===== config.mk =====
export PLATFORM = sky130hd
export DESIGN_NAME = mem_port_arbiter
export DESIGN_NICKNAME = d
export VERILOG_FILES = /design/src/rtl/mem_arb_pkg.sv /design/src/rtl/wait_counter.sv /design/src/rtl/mem_port_arbiter.sv
export SDC_FILE = /design/constraint.sdc
export NUM_CORES = 1
export LEC_CHECK = 0
export ABC_AREA = 1
export CAP_MARGIN = 20
export CELL_PAD_IN_SITES_DETAIL_PLACEMENT = 0
export CELL_PAD_IN_SITES_GLOBAL_PLACEMENT = 1
export CORE_MARGIN = 2
export CORE_UTILIZATION = 29
export DETAILED_ROUTE_END_ITERATION = 7
export GPL_TIMING_DRIVEN = 0
export HOLD_SLACK_MARGIN = 0.15
export PLACE_DENSITY = 0.88
export REMOVE_ABC_BUFFERS = 1
export SLEW_MARGIN = 40
export SYNTH_ARGS = -nofsm -noshare
export SYNTH_HDL_FRONTEND = slang
export SYNTH_SLANG_ARGS = --single-unit

===== constraint.sdc =====
create_clock -name CLK -period 1.6 [get_ports CLK]
set_input_delay 0.4 -clock CLK [delete_from_list [all_inputs] [get_ports CLK]]
set_output_delay 0.4 -clock CLK [all_outputs]
set_load 0.005 [all_outputs]

===== src/rtl/mem_arb_pkg.sv =====
// rtl/mem_arb_pkg.sv - shared encodings for the data-memory port arbiter
package mem_arb_pkg;

  typedef enum logic [1:0] {
    IDLE   = 2'd0,
    ACCESS = 2'd1,
    DONE   = 2'd2
  } arbState_t;

  typedef enum logic {
    PROC = 1'b0,
    DBG  = 1'b1
  } owner_t;

  localparam int CountWidth = 4;

endpackage


===== src/rtl/wait_counter.sv =====
// rtl/wait_counter.sv - loadable down-counter with zero flag for multi-cycle resources
module wait_counter #(
  parameter int Width = 4
) (
  input  logic             clk,
  input  logic             rst,
  input  logic             load,
  input  logic [Width-1:0] loadValue,
  input  logic             dec,
  output logic             isZero
);

  logic [Width-1:0] count;

  // Load wins over decrement; the count saturates at zero.
  always_ff @(posedge clk) begin
    if (rst) begin
      count <= '0;
    end else if (load) begin
      count <= loadValue;
    end else if (dec && (count != '0)) begin
      count <= count - 1'b1;
    end
  end

  assign isZero = (count == '0);

endmodule


===== src/rtl/mem_port_arbiter.sv =====
// rtl/mem_port_arbiter.sv - round-robin sharing of the data-memory port
// between the processor pipeline and a debug/loader master
module mem_port_arbiter #(
  parameter int DataWidth  = 16,
  parameter int AddrWidth  = 16,
  parameter int MemLatency = 2
) (
  input  logic                 CLK,
  input  logic                 RST,
  input  logic                 MemRead,
  input  logic                 MemWrite,
  input  logic [AddrWidth-1:0] MemAddr,
  input  logic [DataWidth-1:0] MemData,
  output logic [DataWidth-1:0] MemOutput,
  output logic                 ProcStall,
  input  logic                 DbgReq,
  input  logic                 DbgWe,
  input  logic [AddrWidth-1:0] DbgAddr,
  input  logic [DataWidth-1:0] DbgWData,
  output logic [DataWidth-1:0] DbgRData,
  output logic                 DbgAck,
  output logic                 mem_en,
  output logic                 mem_we,
  output logic [AddrWidth-1:0] mem_addr,
  output logic [DataWidth-1:0] mem_wdata,
  input  logic [DataWidth-1:0] mem_rdata
);

  import mem_arb_pkg::*;

  localparam logic [CountWidth-1:0] LoadCount = CountWidth'(MemLatency - 1);

  arbState_t            state;
  arbState_t            nextState;
  owner_t               ownerQ;
  owner_t               grantOwner;
  owner_t               lastGrant;
  logic                 weQ;
  logic [AddrWidth-1:0] addrQ;
  logic [DataWidth-1:0] wdataQ;
  logic                 procReq;
  logic                 grant;
  logic                 accessDone;
  logic                 cntZero;

  // A simultaneous read and write request is served as a write.
  assign procReq = MemRead | MemWrite;

  always_comb begin
    nextState  = state;
    grantOwner = PROC;
    grant      = 1'b0;
    accessDone = 1'b0;
    case (state)
      IDLE: begin
        if (procReq || DbgReq) begin
          grant     = 1'b1;
          nextState = ACCESS;
          if (procReq && DbgReq) begin
            grantOwner = (lastGrant == DBG) ? PROC : DBG;
          end else begin
            grantOwner = DbgReq ? DBG : PROC;
          end
        end
      end
      ACCESS: begin
        if (cntZero) begin
          accessDone = 1'b1;
          nextState  = DONE;
        end
      end
      DONE: begin
        nextState = IDLE;
      end
      default: begin
        nextState = IDLE;
      end
    endcase
  end

  always_ff @(posedge CLK) begin
    if (RST) begin
      state     <= IDLE;
      ownerQ    <= PROC;
      lastGrant <= DBG;
      weQ       <= 1'b0;
      addrQ     <= '0;
      wdataQ    <= '0;
      MemOutput <= '0;
      DbgRData  <= '0;
    end else begin
      state <= nextState;
      if (grant) begin
        ownerQ <= grantOwner;
        weQ    <= (grantOwner == DBG) ? DbgWe    : MemWrite;
        addrQ  <= (grantOwner == DBG) ? DbgAddr  : MemAddr;
        wdataQ <= (grantOwner == DBG) ? DbgWData : MemData;
      end
      if (accessDone) begin
        lastGrant <= ownerQ;
        if (!weQ) begin
          if (ownerQ == DBG) begin
            DbgRData <= mem_rdata;
          end else begin
            MemOutput <= mem_rdata;
          end
        end
      end
    end
  end

  // Counter is loaded at grant, so ACCESS lasts exactly MemLatency cycles.
  wait_counter #(
    .Width(CountWidth)
  ) accessTimer (
    .clk      (CLK),
    .rst      (RST),
    .load     (grant),
    .loadValue(LoadCount),
    .dec      (state == ACCESS),
    .isZero   (cntZero)
  );

  // Address/data buses are forced low outside an access so the memory sees quiet lines.
  assign mem_en    = (state == ACCESS);
  assign mem_we    = mem_en & weQ;
  assign mem_addr  = mem_en ? addrQ  : '0;
  assign mem_wdata = mem_en ? wdataQ : '0;
  assign DbgAck    = (state == DONE) && (ownerQ == DBG);
  assign ProcStall = procReq & ~((state == DONE) && (ownerQ == PROC));

endmodule


==> flow_metrics.env <==
export IMPL_area_growth_synth_to_final_pct=62.4
export IMPL_routed_wl_microns=11900
export IMPL_grt_util_all_layers=0.170
export IMPL_syn_area_sq_mm=0.00380
export IMPL_vias=4074
export IMPL_synthArstFlopShare=0
export IMPL_p_comb_frac=0.305
export IMPL_rows=41
export IMPL_cts_tree="built"
export IMPL_grt_overflow_total=0
export IMPL_required_ns=1.20
export IMPL_period_needed_ns=1.73
export IMPL_hold_buffers=0
export IMPL_grt_pass1_vias=3741
export IMPL_end_kind="output port"
export IMPL_cp_slowest_cell="dfxtp_2"
export IMPL_die_h_microns=118
export IMPL_p_sw_mw=1.94
export IMPL_worst_slack_ns=-0.130
export IMPL_worstReg2RegEnd="DbgRData[1]"
export IMPL_maxSlewHeadroom=0.687
export IMPL_viasPerCell=4.28
export IMPL_grt_antenna_before_repair=2
export IMPL_fin_crit_sh=1.08
export IMPL_hold_viol=0
export IMPL_worstHoldPathCells=2
export IMPL_firstDrtPassIters=4
export IMPL_cts_path_max_buffers=2
export IMPL_cts_buffers=9
export IMPL_yosysMostFrequentCell="nand2_1"
export IMPL_io_pins=154
export IMPL_ff2ff_path_depth=9
export IMPL_critical_path_startpoint_type="register"
export IMPL_die_area_sq_mm=0.0140
export IMPL_ant_nets=0
export IMPL_fin_skew_ns=0.00682
export IMPL_drive_above_1_share=0.175
export IMPL_cp_num_buf_inv=4
export IMPL_violations="setup timing"
export IMPL_synth_cells=612
export IMPL_final_nets=859
export IMPL_gp_congestion=0.757
export IMPL_switching_share=0.309
export IMPL_power_frac_seq=0.345
export IMPL_grt_setup_unrepaired="true"
export IMPL_pre_cts_ws_ns=-1.16
export IMPL_drc_errors=0
export IMPL_ys_ff_latch=73
export IMPL_slew_violations=0
export IMPL_final_cell_area_sq_mm=0.00617
export IMPL_cts_sinks=73
export IMPL_worstHoldEndpoint="addrQ[0]"
export IMPL_p_per_area_mw_per_mm2=1020
export IMPL_regToRegSetupSlack_ns=0.06
export IMPL_cpPeakStageDelay_ns=0.34
export IMPL_netlist_top_cells_area="dfxtp_1, nand2_1, inv_1, nor2_1, nand3_1"
export IMPL_p_leak_nw=3.27
export IMPL_grt_max_degree=35
export IMPL_rr_startpoint="state[1]"
export IMPL_start_util=0.299
export IMPL_worstMarginPinSlew_ns=0.468
export IMPL_seq_area_frac_synth=0.385
export IMPL_grt_pass1_wl_microns=19000
export IMPL_synth_edf_count=0
export IMPL_synth_flop_cell="dfxtp_1"
export IMPL_core_sq_mm=0.0127
export IMPL_io_buffers=153
export IMPL_yosys_warnings=0
export IMPL_cp_arrival_ns=1.33
export IMPL_crit_chain="nor2_4 > buf_12 > buf_8 > inv_12 > nor2_1 > buf_2"
export IMPL_fmax_ghz=0.578
export IMPL_clkTransAtPathRegs_ns=0.06
export IMPL_ir_drop_v=0.000564
export IMPL_cts_max_level=3
export IMPL_crit_family="buffers and inverters"
export IMPL_critPathKind="register to output port"
export IMPL_wl_per_cell_microns=12.5
export IMPL_hp_start="addrQ[0]"
export IMPL_drv_cap=0
export IMPL_clock_latency_ns=0.34
export IMPL_synthTopCellsByCount="nand2_1, inv_1, nor2_1"
export IMPL_synth_distinct_cells=23
export IMPL_synth_top_cell_by_area="dfxtp_1"
export IMPL_p_int_mw=4.34
export IMPL_status="complete, but fails checks"
export IMPL_path_max_fanout=17
export IMPL_die_x_microns=118
export IMPL_hp_class="register to register"
export IMPL_avgSynthCellArea_sq_um=6.21
export IMPL_ctsRootBufferMaster="clkbuf_16"
export IMPL_place_area_sq_mm=0.00548
export IMPL_synth_top_area_share=0.385
export IMPL_power_frac_clock=0.350
export IMPL_hpwl_microns=7580
export IMPL_drt_iter0_drc=257
export IMPL_setup_viol=34
## worst max-delay path by stage
stage | start | slack [ns] | cells past startpoint | end
2_1_floorplan | accessTimer.count[0] | -0.45 | 7 | DbgRData[0]
6_report | state[1] | -0.13 | 6 | mem_addr[8]
5_1_grt | state[1] | -0.18 | 6 | mem_addr[13]
3_3_place_gp | MemWrite | -1.72 | 8 | addrQ[11]
3_5_place_dp | MemWrite | -1.16 | 8 | addrQ[11]
4_1_cts | state[0] | -0.14 | 7 | mem_addr[4]
## timing repair
item | in CTS | in global routing
pin swaps | 7 | 10
setup endpoints to repair | 110 | 91
gates resized for setup | 179 | 51
gates cloned | 2 | 1
buffers inserted | 17 | 7
## power groups by stage
stage / Sequential, mW / Combinational, mW / Clock (mW)
floorplan: 2.19 / 0.830 / 0
global placement: 2.19 / 1.58 / 0
detailed placement: 2.20 / 1.67 / 0
CTS: 2.17 / 1.87 / 2.26
global route: 2.20 / 2.12 / 2.34
finish: 2.17 / 1.92 / 2.20
## logic make-up (layout without fill, tap and decap cells)
logic type,count (synthesis),in the layout,share of synthesized area
and+or+nand+nor,367,367,0.429
buffers and inverters,164,329,0.173
DFF,73,73,0.385
AOI/OAI and AO/OA,7,7,0.00955
adders and majority gates,1,1,0.00329
other,0,2,0
## through the flow
step	setup TNS (ns)	instances	utilization	power [mW]	hold slack, ns
global route	-5.26	950	0.485	6.66	0.459
finish	-3.25	951	0.485	6.29	0.450
detailed placement	-67.82	910	0.431	3.88	0.440
floorplan	-36.40	580	-	3.02	0.426
global placement	-139.31	905	0.423	3.77	0.437
CTS	-3.66	944	0.472	6.30	0.453
## area by class of cell
cell class / count / area, sq um
sequential: 73 / 1470
inverter: 132 / 542
fill: 1346 / 6550
timing repair buffer: 180 / 1800
tap: 172 / 215
multi-input combinational: 375 / 1800
timing repair inverter: 1 / 11.3
clock inverter: 6 / 88.8
antenna: 2 / 5.00
clock buffer: 10 / 239
## cell usage in the layout (no fill, tap or decap), types with 2 or more instances in the layout
master / n
clkinvlp_4: 2
buf_8: 6
dfxtp_1: 66
nand2_4: 2
dlymetal6s2s_1: 18
clkdlybuf4s50_1: 90
buf_2: 24
dlygate4sd2_1: 9
buf_6: 5
buf_12: 3
nand2_2: 3
nand2_1: 147
a21oi_1: 4
nand4_1: 33
dfxtp_2: 7
nor2_1: 78
bufinv_16: 3
clkbuf_16: 10
inv_8: 2
clkdlybuf4s15_2: 11
nor2_2: 20
nor2_4: 12
inv_2: 5
inv_1: 124
nand3_1: 68
buf_4: 12
diode_2: 2
## worst min-delay path: cells and delay by family, from the launching register on
| family | cells | cell delay (ns) |
|---|---|---|
| and+or+nand+nor | 2 | 0.10 |
| DFF | 1 | 0.31 |
## layer usage
metal | global-route usage | vias up | routed length, microns
met2 | 0.266 | 140 | 5160
met5 | 0 | - | 0
met3 | 0.0782 | 12 | 1210
met4 | 0.0491 | 0 | 151
met1 | 0.210 | 1758 | 5380
li1 | - | 2164 | -
## registers in the layout (all words and copies together), names as in the netlist, 2 cells and up
name and flops:
wdataQ 16, MemOutput 16, accessTimer.count 4, addrQ 16, state 2, DbgRData 16
Power figures use the tool's default switching activity.
